**config.mk**
```make
export PLATFORM = sky130hd
export DESIGN_NAME = inst_cache_refill
export DESIGN_NICKNAME = d
export VERILOG_FILES = /design/src/rtl/inst_cache_refill.sv
export SDC_FILE = /design/constraint.sdc
export NUM_CORES = 1
export LEC_CHECK = 0
export ABC_AREA = 1
export CORE_AREA = 2 2 175 177
export DETAILED_ROUTE_END_ITERATION = 6
export DIE_AREA = 0 0 177 179
export MAX_ROUTING_LAYER = met4
export PLACE_DENSITY_LB_ADDON = 0.12
export REMOVE_ABC_BUFFERS = 1
export SYNTH_ARGS = -nofsm -noshare
export SYNTH_HDL_FRONTEND = slang
export SYNTH_SLANG_ARGS = --single-unit
```
**constraint.sdc**
```tcl
create_clock -name clk -period 5.95 [get_ports clk]
set_input_delay 1.4875 -clock clk [delete_from_list [all_inputs] [get_ports clk]]
set_output_delay 1.4875 -clock clk [all_outputs]
set_load 0.005 [all_outputs]
```
**src/rtl/inst_cache_refill.sv**
```systemverilog
// inst_cache_refill: fetches a missing I-cache line as one 8-beat AXI burst,
// forwards the critical word early, then writes the whole line into the data RAM.
module inst_cache_refill #(
    parameter int INDEX_WIDTH  = 7,
    parameter int OFFSET_WIDTH = 5,
    parameter int BANK_NUM     = 8
) (
    input  logic                   clk,
    input  logic                   resetn,
    input  logic                   req_valid,
    input  logic [31:0]            req_addr,
    output logic                   req_ready,
    output logic                   arvalid,
    output logic [31:0]            araddr,
    output logic [7:0]             arlen,
    output logic [2:0]             arsize,
    output logic [1:0]             arburst,
    input  logic                   arready,
    input  logic                   rvalid,
    input  logic [31:0]            rdata,
    input  logic [1:0]             rresp,
    input  logic                   rlast,
    output logic                   rready,
    output logic                   ram_en,
    output logic [31:0]            ram_wen,
    output logic [INDEX_WIDTH-1:0] ram_index,
    output logic [32*BANK_NUM-1:0] ram_wdata,
    output logic                   crit_valid,
    output logic [31:0]            crit_data,
    output logic                   refill_done,
    output logic                   refill_err
);
    localparam int CW = $clog2(BANK_NUM);
    localparam logic [31:0] LINE_MASK = ~((32'd1 << OFFSET_WIDTH) - 32'd1);

    typedef enum logic [1:0] {IDLE, AR, R, WR} state_t;

    state_t                  r_state, w_next;
    logic [31:0]             r_addr;
    logic [CW-1:0]           r_beat_cnt;
    logic [32*BANK_NUM-1:0]  r_line;
    logic                    r_crit_valid;
    logic [31:0]             r_crit_data;
    logic                    r_err;
    logic                    w_accept, w_beat, w_last_beat;

    assign w_accept    = (r_state == IDLE) && req_valid;
    assign w_beat      = (r_state == R) && rvalid;
    assign w_last_beat = r_beat_cnt == CW'(BANK_NUM - 1);

    assign araddr      = r_addr & LINE_MASK;
    assign arlen       = 8'(BANK_NUM - 1);
    assign arsize      = 3'b010;
    assign arburst     = 2'b01;
    assign ram_index   = r_addr[OFFSET_WIDTH +: INDEX_WIDTH];
    assign ram_wdata   = r_line;
    assign crit_valid  = r_crit_valid;
    assign crit_data   = r_crit_data;
    assign refill_err  = r_err;

    always_comb begin
        w_next      = r_state;
        req_ready   = 1'b0;
        arvalid     = 1'b0;
        rready      = 1'b0;
        ram_en      = 1'b0;
        ram_wen     = '0;
        refill_done = 1'b0;
        case (r_state)
            IDLE: begin
                req_ready = 1'b1;
                if (req_valid) w_next = AR;
            end
            AR: begin
                arvalid = 1'b1;
                if (arready) w_next = R;
            end
            R: begin
                rready = 1'b1;
                if (rvalid && w_last_beat) w_next = WR;
            end
            WR: begin
                ram_en      = 1'b1;
                ram_wen     = '1;
                refill_done = 1'b1;
                w_next      = IDLE;
            end
        endcase
    end

    always_ff @(posedge clk or negedge resetn) begin
        if (!resetn) begin
            r_state      <= IDLE;
            r_addr       <= '0;
            r_beat_cnt   <= '0;
            r_line       <= '0;
            r_crit_valid <= 1'b0;
            r_crit_data  <= '0;
            r_err        <= 1'b0;
        end else begin
            r_state      <= w_next;
            r_crit_valid <= 1'b0;
            if (w_accept) begin
                r_addr     <= req_addr;
                r_beat_cnt <= '0;
                r_err      <= 1'b0;
            end
            if (w_beat) begin
                // word k lands in the MSB-first slot so bank 0 sits at the top of the line
                r_line[32*(BANK_NUM-1-int'(r_beat_cnt)) +: 32] <= rdata;
                r_beat_cnt <= r_beat_cnt + 1'b1;
                if (r_beat_cnt == r_addr[OFFSET_WIDTH-1:2]) begin
                    r_crit_valid <= 1'b1;
                    r_crit_data  <= rdata;
                end
                // the fill length is fixed; a misplaced or missing rlast is only flagged
                if (rresp != 2'b00 || rlast != w_last_beat) r_err <= 1'b1;
            end
        end
    end
endmodule
```
==> flow_summary.yaml, run 1 <==
setup_path:
  crit_path_max_incr_delay_ns: 0.86
  worstPathRequired_ns: 4.46
  start_kind: "flip-flop"
  crit_slowest_cell: "ha_1"
  path_buf_inv: 1
  critPathTopFamily: "adder cells"
  path_cells: "ha_1 > clkdlybuf4s50_1"
  end_kind: "output pin"
  crit_cells: 2
  regToRegSetupSlack_ns: 2.06
  criticalPathCategory: "reg2out"
  worst_ep_arrival_time_ns: 2.45
  reg2regPathDepth: 9
  path_max_fanout: 34
clock_network:
  numCtsBuffers: 36
  numClockSinks: 325
  root_buffer: "clkbuf_16"
  post-cts-setup-buffer-count: 0
  ctsResizeCount: 0
  cts_tree: "yes"
  htree_levels: 2
  worstSkewPairLatency_ns: 0.51
  cts.clk_slew.worst_paths_ns: 0.06
  hold_buffers: 0
  ctsLongestPathBuffers: 3
timing:
  setup_viol_count_final: 0
  fmax_mhz: 254
  min_period_ns: 3.94
  rsz0062_at_grt: "false"
  finalMaxSlewViolations: 0
  hold_viol_final: 0
  slew_headroom: 0.244
  fin_ws_ns: 2.01
  skew_ns: 0.0134
  max_slew.worst_pin.slew_ns: 1.13
  fin_setup_tns_ns: 0
  period_share: 0.662
placed_design:
  routabilityCongestion: 0.860
  dpl.hpwl_mm: 30.5
  io_buffers: 430
  dp_slack_ns: 1.66
min_path:
  hold_class: "reg2reg"
  min_path_cells: 2
synth:
  ys_top_cells_by_count: "661 x nand2_1, 325 x dfrtp_1, 228 x nand3_1"
  yosys.area.top_type: "dfrtp_1"
  synthDistinctLibCells: 22
  ys.flop_type: "dfrtp_1"
  syn-mean-instance-area_um2: 8.72
  synth_top_area_frac: 0.584
  synth_edf_count: 0
  ys_ff_latch: 325
  async_flop_share: 1.00
  synth-seq-area-share: 0.584
  yosysMostFrequentCell: "nand2_1"
  synth.cell_area_um2: 13900
  synthTopCellsByArea: "dfrtp_1 58%, nand2_1 18%, nand3_1 8.2%"
  yosysWarnings: 0
  syn_inst: 1597
detailed_routing:
  drcViolationCount: 0
  ant_nets: 0
  dr.pass1.iters: 5
  wl_mm: 45.9
  avgRoutedWirePerCell_um: 19.6
  via_per_inst: 5.14
  vias: 12100
  dr.first_iter.drc_count: 1170
layout:
  utilization: 0.636
  final_nets: 2005
  layout-drive-gt1-share: 0.0560
  area_delta_synth_final_pct: 37.0
floorplanning:
  start_util: 0.464
  coreArea_um2: 30000
  rows: 64
  num_io_pins: 451
  die_w_um: 177
  dieHeight_um: 179
  die-area_um2: 31700
global_route:
  antenna_found_initial: 3
  grt_pass1_vias: 11700
  grt_overflow: 0
  grt_usage: 0.297
  grt_pass1_wl_mm: 69.8
  grt_max_degree: 135
power_and_ir_drop:
  clkPwrFrac: 0.231
  leakagePower_nw: 9.69
  fin_total_pwr_mw: 9.01
  cellInternalPower_mw: 5.91
  p_sw_frac: 0.344
  vdd_drop_max_mv: 0.261
  pwr-share-seq: 0.366
  p_per_area_nw_per_um2: 472
  comb_power_share: 0.403
  p_sw_mw: 3.10
run:
  drv_cap: 0
outcome:
  status: "finished, final reports clean"
## power by group through the flow
stage	Sequential [mW]	Clock [mW]	Combinational [mW]
2_1_floorplan	3.34	0	1.19
3_3_place_gp	3.30	0	3.59
3_5_place_dp	3.31	0	3.63
4_1_cts	3.29	2.12	3.65
5_1_grt	3.38	2.22	3.94
6_report	3.30	2.08	3.63
## sequential cells by signal (all words and copies together), names as in the netlist
signal / cells
crit_data: 32
crit_valid: 1
r_addr: 30
r_beat_cnt: 3
r_state: 2
ram_wdata: 256
refill_err: 1
## final timing paths
kind,from,endpoint
max,r_state[1]$_DFFE_PN0P_,ram_wen[22]
min,ram_wdata[64]$_DFFE_PN0P_,ram_wdata[64]$_DFFE_PN0P_
max reg2reg,r_beat_cnt[0]$_DFFE_PN0P_,ram_wdata[10]$_DFFE_PN0P_
min reg2reg,ram_wdata[64]$_DFFE_PN0P_,ram_wdata[64]$_DFFE_PN0P_
max in group asynchronous,resetn,ram_wdata[37]$_DFFE_PN0P_
min in group asynchronous,resetn,crit_data[25]$_DFFE_PN0P_
## cell type report
type,instances,area [um^2]
Clock buffer,55,1060
Multi-Input combinational cell,1055,4670
Antenna cell,3,7.51
Tap cell,396,495
Fill cell,2567,10900
Timing Repair Buffer,451,4490
Inverter,57,214
Clock inverter,2,10.0
Sequential cell,325,8130
## stage by stage
stage,area [um^2],instances,hold WS (ns)
floorplan,13000,1437,0.464
global placement,18000,2284,0.452
detailed placement,18000,2284,0.457
CTS,19100,2341,0.471
global route,19100,2344,0.489
finish,19100,2344,0.467
## metal layers
layer	track usage	routed length [um]	vias to the layer above
met2	0.439	20700	512
met4	0.0930	1450	0
met1	0.399	19500	5858
met5	-	0	-
met3	0.0823	4240	86
li1	-	-	5600
## worst min-delay path, stage by stage (launching register included)
cell and delay [ns]:
dfrtp_1 0.34, nand2_1 0.05, nand2_1 0.04
## cells by family (layout without fill, tap and decap cells)
family | Yosys count | after routing | share of synthesized area
AOI/OAI and AO/OA | 10 | 10 | 0.00386
adders and majority gates | 7 | 7 | 0.00629
buffers and inverters | 233 | 565 | 0.0895
DFF | 325 | 325 | 0.584
muxes | 27 | 27 | 0.0218
other | 2 | 21 | 0.000539
and+or+nand+nor | 993 | 993 | 0.294
## cell usage in the layout, fill, tap and decap left out, types with 3 or more instances in the layout
cell | netlist | routed
nor2_4 | 1 | 9
mux2_2 | 27 | 27
diode_2 | 0 | 3
clkdlybuf4s50_1 | 0 | 429
ha_1 | 7 | 7
nand4_1 | 23 | 23
buf_4 | 86 | 19
inv_1 | 55 | 54
clkbuf_1 | 43 | 11
nand3_1 | 228 | 228
conb_1 | 2 | 18
a21oi_1 | 3 | 3
nand2_1 | 661 | 661
dfrtp_1 | 325 | 325
clkbuf_8 | 0 | 7
clkbuf_16 | 0 | 37
o21ai_0 | 5 | 5
nor2_1 | 76 | 69
No activity file was read; power rests on OpenSTA's default activity.
==> inputs of run 2 (changes only) <==
CORE_AREA = 2 2 176 178   (was 2 2 175 177)
DIE_AREA = 0 0 178 180   (was 0 0 177 179)
clock period = 3.9 ns   (was 5.95 ns; I/O delays follow)
==> flow_summary.yaml, run 2 (synthesized netlist as in run 1, its figures left out) <==
layout:
  layout-drive-gt1-share: 0.0649
  utilization: 0.638
  final.fill_count: 2608
  layout.cells.non_filler: 2355
  stdcell_area_um2: 19300
  area_delta_synth_final_pct: 38.4
  final_common_cell: "nand2_1"
  final_nets: 2016
  final_cell_mix: "661 x nand2_1, 429 x clkdlybuf4s50_1, 325 x dfrtp_1"
  largest_register_ffs: 256
setup_path:
  end_kind: "flip-flop"
  worstPathRequired_ns: 4.34
  crit_slowest_cell: "dfrtp_1"
  criticalPathCategory: "reg2reg"
  r2r-start: "r_beat_cnt[0]$_DFFE_PN0P_"
  regToRegSetupSlack_ns: 0.82
  path_max_fanout: 32
  path_cells: "ha_1 > ha_1 > nor2_1 > nand2_1 > clkinv_1 > buf_4 > nand2_1 > buf_4 > nand2_1 > nand2_1"
  crit_path_max_incr_delay_ns: 0.58
  crit_top_cell: "nand2_1"
  reg2regPathDepth: 10
  r2r-end: "ram_wdata[171]$_DFFE_PN0P_"
  start_kind: "flip-flop"
  worst_ep_arrival_time_ns: 3.52
detailed_routing:
  ant_nets: 0
  vias: 12100
  wl_mm: 46.0
  via_per_inst: 5.14
  dr.pass1.iters: 5
  dr.first_iter.drc_count: 946
  drcViolationCount: 0
  avgRoutedWirePerCell_um: 19.6
floorplanning:
  dieHeight_um: 180
  num_io_pins: 451
  die-area_um2: 32000
  rows: 64
  die_w_um: 178
  coreArea_um2: 30200
  start_util: 0.461
clock_network:
  ctsLongestPathBuffers: 3
  htree_levels: 2
  numCtsBuffers: 35
  hold_buffers: 0
  cts_tree: "yes"
  numClockSinks: 325
  cts.clk_slew.worst_paths_ns: 0.06
  root_buffer: "clkbuf_16"
  worstSkewPairLatency_ns: 0.51
  post-cts-setup-buffer-count: 0
  ctsResizeCount: 0
placed_design:
  place_inst: 2296
  dp_slack_ns: 0.803
  dpl.hpwl_mm: 31.3
  routabilityCongestion: 0.849
  placed_cell_area_um2: 18100
  io_buffers: 430
power_and_ir_drop:
  p_per_area_nw_per_um2: 728
  vdd_drop_max_mv: 0.429
  leakagePower_nw: 9.79
timing:
  skew_ns: 0.0131
  min_period_ns: 3.08
  setup_viol_count_final: 0
  hold_viol_final: 0
  fmax_mhz: 325
  fin_ws_ns: 0.820
  period_share: 0.790
  finalMaxSlewViolations: 0
  slew_headroom: 0.357
  rsz0062_at_grt: "false"
  max_slew.worst_pin.slew_ns: 0.962
global_route:
  antenna_found_initial: 1
  grt_pass1_wl_mm: 71.0
  grt_usage: 0.296
  grt_pass1_vias: 12000
  grt_max_degree: 88
  grt_overflow: 0
run:
  drv_cap: 0
min_path:
  hold_class: "in2async"
outcome:
  status: "finished, final reports clean"
run 2: power by group:
group	internal (mW)	total [mW]	switching, mW
clock network	2.05	3.39	1.34
logic	2.78	5.58	2.80
registers	4.42	5.04	0.625
total	9.25	14.0	4.77
run 2: final cells by class:
type,instances,area [um^2],area share
well taps,396,495,0.0257
flip-flops and latches,325,8130,0.422
multi-input cells,1055,4670,0.242
inverters,57,214,0.0111
clock buffers,50,1040,0.0542
diodes,1,2.50,0.000130
clock inverters,8,120,0.00623
repair buffers,463,4590,0.238
run 2: metal layers:
layer,wire (um),GRT usage,up-vias,part of all wire
met5,0,-,-,0
met4,1220,0.0764,0,0.026
met3,4030,0.0736,78,0.088
met2,21000,0.443,465,0.46
li1,-,-,5606,-
met1,19800,0.406,5962,0.43
run 2: worst max-delay path: cells and delay by family, from the launching register on:
family        cells  cell delay, ns
buf+inv           3            1.41
flops             1            0.58
fa+ha+maj         2            0.47
simple gates      5            0.52
run 2: metrics by stage:
| step | hold slack, ns | TNS (ns) | power (mW) |
|---|---|---|---|
| 5_1_grt | 0.455 | 0 | 14.8 |
| 6_report | 0.423 | 0 | 14.0 |
| 2_1_floorplan | 0.464 | -132.47 | 6.92 |
| 3_3_place_gp | 0.453 | 0 | 10.6 |
| 3_5_place_dp | 0.458 | 0 | 10.7 |
| 4_1_cts | 0.441 | 0 | 14.1 |
run 2: how the worst max path moves through the flow:
stage	startpoint	endpoint	slack, ns	cells past startpoint
floorplan	r_beat_cnt[0]$_DFFE_PN0P_	ram_wdata[192]$_DFFE_PN0P_	-0.70	8
global placement	rvalid	crit_data[17]$_DFFE_PN0P_	0.84	9
detailed placement	rvalid	crit_data[21]$_DFFE_PN0P_	0.80	9
CTS	r_beat_cnt[0]$_DFFE_PN0P_	ram_wdata[171]$_DFFE_PN0P_	0.82	10
global route	r_beat_cnt[0]$_DFFE_PN0P_	ram_wdata[170]$_DFFE_PN0P_	0.61	10
finish	r_beat_cnt[0]$_DFFE_PN0P_	ram_wdata[171]$_DFFE_PN0P_	0.82	10
